==> config.mk <==
export PLATFORM = sky130hd
export DESIGN_NAME = bit_deserializer
export DESIGN_NICKNAME = d
export VERILOG_FILES = /design/src/rtl/bit_deserializer.sv
export SDC_FILE = /design/constraint.sdc
export NUM_CORES = 1
export LEC_CHECK = 0
export BUFFER_PORTS_ARGS = -buffer_cell sky130_fd_sc_hd__buf_4
export CAP_MARGIN = 10
export CORE_AREA = 2 2 54 56
export CTS_CLUSTER_SIZE = 30
export DETAILED_ROUTE_END_ITERATION = 8
export DIE_AREA = 0 0 56 58
export MAX_ROUTING_LAYER = met4
export PLACE_DENSITY_LB_ADDON = 0.1
export SLEW_MARGIN = 20
export SYNTH_ARGS = -nofsm -noshare
export SYNTH_HDL_FRONTEND = slang
export SYNTH_SLANG_ARGS = --single-unit
==> constraint.sdc <==
create_clock -name clk -period 4 [get_ports clk]
set_input_delay 0.4 -clock clk [delete_from_list [all_inputs] [get_ports clk]]
set_output_delay 0.4 -clock clk [all_outputs]
set_load 0.01 [all_outputs]
==> src/rtl/bit_deserializer.sv <==
// -----------------------------------------------------------------------------
// bit_deserializer
//
// Serial-to-parallel stage wrapped around a 2:1 bit multiplexer. The block
// selects one mux lane for a whole word (sel_o -> mux select), samples the
// mux output one bit per clock (din_i <- mux out), assembles WIDTH-bit words
// MSB-first and presents each completed word over a valid/ready handshake.
//
// Ports:
//   clk      in   1      system clock, rising edge
//   rst_n    in   1      asynchronous active-low reset
//   start_i  in   1      request to capture one word (IDLE, or HOLD with ready_i)
//   lane_i   in   1      lane for the word being started (0 = a, 1 = b)
//   sel_o    out  1      registered mux select
//   din_i    in   1      mux output bit
//   data_o   out  WIDTH  assembled word, held until the next word completes
//   valid_o  out  1      data_o holds a complete, unaccepted word
//   ready_i  in   1      downstream accepts data_o
//   busy_o   out  1      high while shifting or holding a word
// -----------------------------------------------------------------------------
module bit_deserializer #(
    parameter int WIDTH = 8
) (
    input  logic             clk,
    input  logic             rst_n,
    input  logic             start_i,
    input  logic             lane_i,
    output logic             sel_o,
    input  logic             din_i,
    output logic [WIDTH-1:0] data_o,
    output logic             valid_o,
    input  logic             ready_i,
    output logic             busy_o
);

    localparam int CNT_W = $clog2(WIDTH);
    localparam logic [CNT_W-1:0] LAST_BIT = CNT_W'(WIDTH - 1);

    typedef enum logic [1:0] {
        IDLE  = 2'd0,
        SHIFT = 2'd1,
        HOLD  = 2'd2
    } state_t;

    state_t             state_q, state_d;
    logic               sel_q, sel_d;
    logic [CNT_W-1:0]   cnt_q, cnt_d;
    logic [WIDTH-1:0]   shreg_q, shreg_d;
    logic [WIDTH-1:0]   data_q, data_d;
    logic               valid_q, valid_d;
    logic [WIDTH-1:0]   shifted;

    // The incoming bit enters at the LSB, so the first sampled bit has moved
    // up to the MSB by the time the last bit arrives.
    assign shifted = {shreg_q[WIDTH-2:0], din_i};

    always_ff @(posedge clk or negedge rst_n) begin
        if (!rst_n) begin
            state_q <= IDLE;
            sel_q   <= 1'b0;
            cnt_q   <= '0;
            shreg_q <= '0;
            data_q  <= '0;
            valid_q <= 1'b0;
        end else begin
            state_q <= state_d;
            sel_q   <= sel_d;
            cnt_q   <= cnt_d;
            shreg_q <= shreg_d;
            data_q  <= data_d;
            valid_q <= valid_d;
        end
    end

    always_comb begin
        state_d = state_q;
        sel_d   = sel_q;
        cnt_d   = cnt_q;
        shreg_d = shreg_q;
        data_d  = data_q;
        valid_d = valid_q;

        case (state_q)
            IDLE: begin
                valid_d = 1'b0;
                if (start_i) begin
                    sel_d   = lane_i;
                    cnt_d   = '0;
                    state_d = SHIFT;
                end
            end

            SHIFT: begin
                // start_i/lane_i are ignored here: the lane is fixed per word.
                shreg_d = shifted;
                cnt_d   = cnt_q + 1'b1;
                if (cnt_q == LAST_BIT) begin
                    data_d  = shifted;
                    valid_d = 1'b1;
                    cnt_d   = '0;
                    state_d = HOLD;
                end
            end

            HOLD: begin
                // A start coinciding with the accepting handshake launches the
                // next word directly, so no IDLE cycle is lost between words.
                if (ready_i) begin
                    valid_d = 1'b0;
                    if (start_i) begin
                        sel_d   = lane_i;
                        cnt_d   = '0;
                        state_d = SHIFT;
                    end else begin
                        state_d = IDLE;
                    end
                end
            end

            default: begin
                valid_d = 1'b0;
                state_d = IDLE;
            end
        endcase
    end

    assign sel_o   = sel_q;
    assign data_o  = data_q;
    assign valid_o = valid_q;
    // Decoded straight from the state register so it tracks the FSM without lag.
    assign busy_o  = (state_q != IDLE);

endmodule

Word-level counts from Yosys, hierarchy flattened

Cells that the tools add are included.

$add $sub $neg: 1
Equal/unequal tests: 6
Bitwise gates (word level): 0
Magnitude comparators: 0
Div/mod/pow operators: 0
Mux-type cells: 15
Reductions and logical operators: 9
$mul: 0
Shift-type cells: 0

Operator list:

| kind                                                | count |
|---|---|
| two-way mux 3 bit                                   | 3 |
| case mux 3 bit (3 select lines)                     | 1 |
| AND reduction 2 bit                                 | 4 |
| two-way mux 2 bit                                   | 3 |
| inequality test 2 bit, second input constant        | 3 |
| case mux 2 bit (3 select lines)                     | 1 |
| two-way mux 1 bit                                   | 5 |
| case mux 1 bit (2 select lines)                     | 2 |
| nonzero test 2 bit                                  | 2 |
| adder 3 x 1 -> 3 bit, second input constant         | 1 |
| equality test 3 bit, second input constant          | 1 |
| AND reduction 3 bit                                 | 1 |
| nonzero test 3 bit                                  | 1 |
| equality test 2 x 1 -> 1 bit, second input constant | 1 |
| equality test 2 bit, second input constant          | 1 |
| zero test 2 bit                                     | 1 |

Memory bits (writable): 0
ROM bits: 0
Input bits: 6
Bits in registers: 22
Word-level logic and storage cells: 37
Memories kept: 0
Latch bits: 0

Longest topological paths before layout

Depth after elaboration: 3
Depth in mapped cells: 5
Depth with buffers taken out: 5

Worst setup path after synthesis

No wires, ideal clock.

Path type: register to register
Start: reg cnt_q[0]
End: reg cnt_q[2]
Clock period less this slack: 1,418 ps
Data arrival time: 1,297 ps
Data required time: 3,879 ps
Path buffers: 0
Stages on the path, launching flop included: 5
Slack: 2,582 ps
Cells stage by stage: dfrtp_1 ha_1 ha_1 mux2_2 a22o_1

Cells in the longest elaborated chain, start to end: 3
Elaborated cells on any way between the ends: 4

Ends and longest elaborated chain:

| what                                                        | RTL line | RTL |
|---|---|---|
| from (decl)                                                 | 47       | `logic [CNT_W-1:0] cnt_q, cnt_d;` |
| from (signal assigned)                                      | 68       | `cnt_q <= cnt_d;` |
| adder 3 x 1 -> 3 bit or equality test 3 bit (tied branches) | 96, 97   |  |
| two-way mux 3 bit (*)                                       | 97       | `if (cnt_q == LAST_BIT) begin` |
| case mux 3 bit (3 select lines) (*)                         | 83       | `case (state_q)` |

Every way passes the cells marked *; elsewhere a longest branch is shown, timed or not.
A chain may end at the register's enable or synchronous reset.

Worst setup path in the final report

Start: reg state_q[0]
End: out busy_o

Cells in the longest elaborated chain, start to end: 1

Ends and longest elaborated chain:

| what                   | RTL line | RTL |
|---|---|---|
| from (decl)            | 45       | `state_t state_q, state_d;` |
| from (signal assigned) | 66       | `state_q <= state_d;` |
| nonzero test 2 bit     | 131      | `assign busy_o = (state_q != IDLE);` |
| to (decl)              | 33       | `output logic busy_o` |

Every way passes these cells.

==> impl_metrics.ini <==
[status]
status = finished, final reports clean

[finish]
n_antenna_cell = 0
instances_no_fill = 127
fillers = 259
fin_nets = 105
final_cell_area_um2 = 1162
area_growth_pct = 20.49
drive_above_1_share_pct = 34.38

[sta]
finalSetupViolCount = 0
slew_headroom_pct = 70.31
period_share_pct = 41.43
tns_ns = 0
slew_violations = 0
fin_ws_ns = 2.343
rsz0062_at_grt = false
whs_ns = 0.3030
min_period_ns = 1.657
tightestPinTransition_ns = 0.4434
clock.fmax_mhz = 603.4
skew_ns = 0.005864
hold_viol = 0

[routing]
routed_via_density = 4.843
vias = 615
route.detailed.drc = 0
drtAntennaViolNets = 0
dr.pass1.iters = 4
wl_mm = 1.632
avgRoutedWirePerCell_um = 12.85
first_iter_violations = 14

[synthesis]
synth_area_leader_cell = dfrtp_1
synth_area_leaders = dfrtp_1, mux2_4, nand2_1
synth_seq_cells = 22
synth_area_um2 = 964.7
yosysTopAreaCellShare_pct = 57.07
ys_types = 21
avgSynthCellArea_um2 = 12.37
ys_seq_area_share_pct = 57.07
ys_warn_count = 0
syn_nets = 86
synthCells = 78

[critical_path]
critPathLaunchType = register
critPathMaxFanout = 11
path_cells = or2_2 > buf_4
critPathArrivalTime_ns = 1.26
worst_setup_path_end_kind = primary output
crit_type = register to primary output
slowest_stage = dfrtp_1
cp_top_family = flip-flops
r2r_slack_ns = 2.46
worst_ep_required_time_ns = 3.60
cp_slowest_stage_delay_ns = 0.49
crit_buf_inv = 1

[clock_network]
cts.htree.levels = 1
tritoncts = done
clock_path_buffers = 2
cts_root_buf = clkbuf_4
clock-sinks = 22
worstSkewPairLatency_ns = 0.30
cts_buffers = 3
cts.reportedPaths.clkPinSlew_ns = 0.13

[floorplan]
start_util_pct = 36.23
die_area_um2 = 3248
die_y_um = 58
core_um2 = 2663
ios = 17
floorplan.rows = 19
die_x_um = 56

[global_routing]
grt_use_total_pct = 11.92
grt_max_degree = 23
grt_pass1_vias = 607
grt_pass1_wl_mm = 2.835
antenna_found_initial = 0
grt-ovfl-total = 0

[placed_design]
io_buffers = 16
place.gp.congestion = 0.7305
place_inst = 122
hpwl_mm = 1.190
placedInstanceArea_um2 = 1100
place_ws_ns = 2.475

[power]
peakVddDrop_mv = 0.3784
leakagePower_nw = 0.6012
powerDensity_nw_per_um2 = 795.3

[run]
drv_cap = 0

[hold_path]
hold_class = input port to register
[cell usage after synthesis (all sizes together)]
cell	number
nand3b	1
o21ai	3
buf	3
mux2	10
dfrtp	22
nor3	1
or2	1
a22o	3
a21o	1
o2bb2ai	1
nor2b	1
ha	2
nand2	22
o32ai	1
inv	1
nor2	2
nand2b	3
[registers in the layout, indices dropped and copies added, names as in the netlist]
register,count
shreg_q,7
sel_o,1
state_q,2
data_o,8
cnt_q,3
valid_o,1
[worst paths after layout]
kind	start	endpoint	cells after the start
hold reg to reg	shreg_q[6]$_DFFE_PN0P_	shreg_q[6]$_DFFE_PN0P_	2
min in group asynchronous	rst_n	data_o[2]$_DFFE_PN0P_	2
setup / recovery	state_q[0]$_DFFE_PN0P_	busy_o	2
hold / removal	din_i	shreg_q[0]$_DFFE_PN0P_	3
setup reg to reg	state_q[0]$_DFFE_PN0P_	data_o[5]$_DFFE_PN0P_	3
max in group asynchronous	rst_n	sel_o$_DFFE_PN0P_	2
[kinds of logic (layout without fill, tap and decap cells)]
group | count (synthesis) | after routing | share of synthesized area, %
muxes | 10 | 10 | 14.79
buffers and inverters | 4 | 22 | 2.853
and+or+nand+nor | 31 | 31 | 15.83
DFF | 22 | 22 | 57.07
AOI/OAI and AO/OA | 9 | 9 | 6.875
adders and majority gates | 2 | 2 | 2.594
[report_power, final]
group          internal, W  switching (W)
Clock             0.000101      0.0000677
Sequential        0.000321      0.0000768
Combinational     0.000201       0.000156
Total             0.000624       0.000301
[placed cells by master, fill, tap and decap left out]
| master | count |
|---|---|
| nor2_1 | 2 |
| inv_1 | 1 |
| dfrtp_1 | 22 |
| a22o_1 | 3 |
| dlygate4sd3_1 | 1 |
| nor3_1 | 1 |
| a21o_1 | 1 |
| clkbuf_4 | 3 |
| nand2b_1 | 3 |
| o32ai_1 | 1 |
| o2bb2ai_1 | 1 |
| ha_1 | 2 |
| nand2_1 | 21 |
| bufinv_16 | 1 |
| mux2_4 | 8 |
| or2_2 | 1 |
| mux2_2 | 2 |
| o21ai_0 | 3 |
| nand3b_1 | 1 |
| nand2_8 | 1 |
| buf_4 | 16 |
| nor2b_2 | 1 |
[repair_timing]
item | in CTS | in global routing
hold buffers | 1 | 0
hold endpoints to repair | 22 | 0
resized for setup | 0 | 0
endpoints found under the setup margin | 0 | 0
buffers inserted | 0 | 0
[worst register-to-register path: stages, from the launching register on]
cell and delay, ns:
dfrtp_1 0.51, nor2b_2 0.47, nand2_8 0.14, mux2_4 0.32
[layer usage]
| metal | global-route usage, % | wire, um |
|---|---|---|
| met1 | 17.03 | 841 |
| met5 | - | 0 |
| met4 | 7.143 | 17 |
| met2 | 15.80 | 711 |
| met3 | 2.009 | 62 |
[cell type report]
type                       instances  area, um^2  share of cell area, %
clock buffer                       3       22.52                  1.938
clock inverter                     1       30.03                  2.583
inverter                           1       3.754                 0.3229
multi-input combinational         52       386.6                  33.26
sequential                        22       550.5                  47.36
tap                               31       38.79                  3.337
timing repair buffer              17       130.1                  11.19
[per-stage QoR]
| stage | total power [W] | utilization (%) |
|---|---|---|
| 2_1_floorplan | 0.0006522 | - |
| 3_3_place_gp | 0.0007616 | 41.31 |
| 3_5_place_dp | 0.0007684 | 41.31 |
| 4_1_cts | 0.0009390 | 43.66 |
| 5_1_grt | 0.0009988 | 43.66 |
| 6_report | 0.0009244 | 43.66 |
Note: power is estimated with default switching activity, not from simulation.
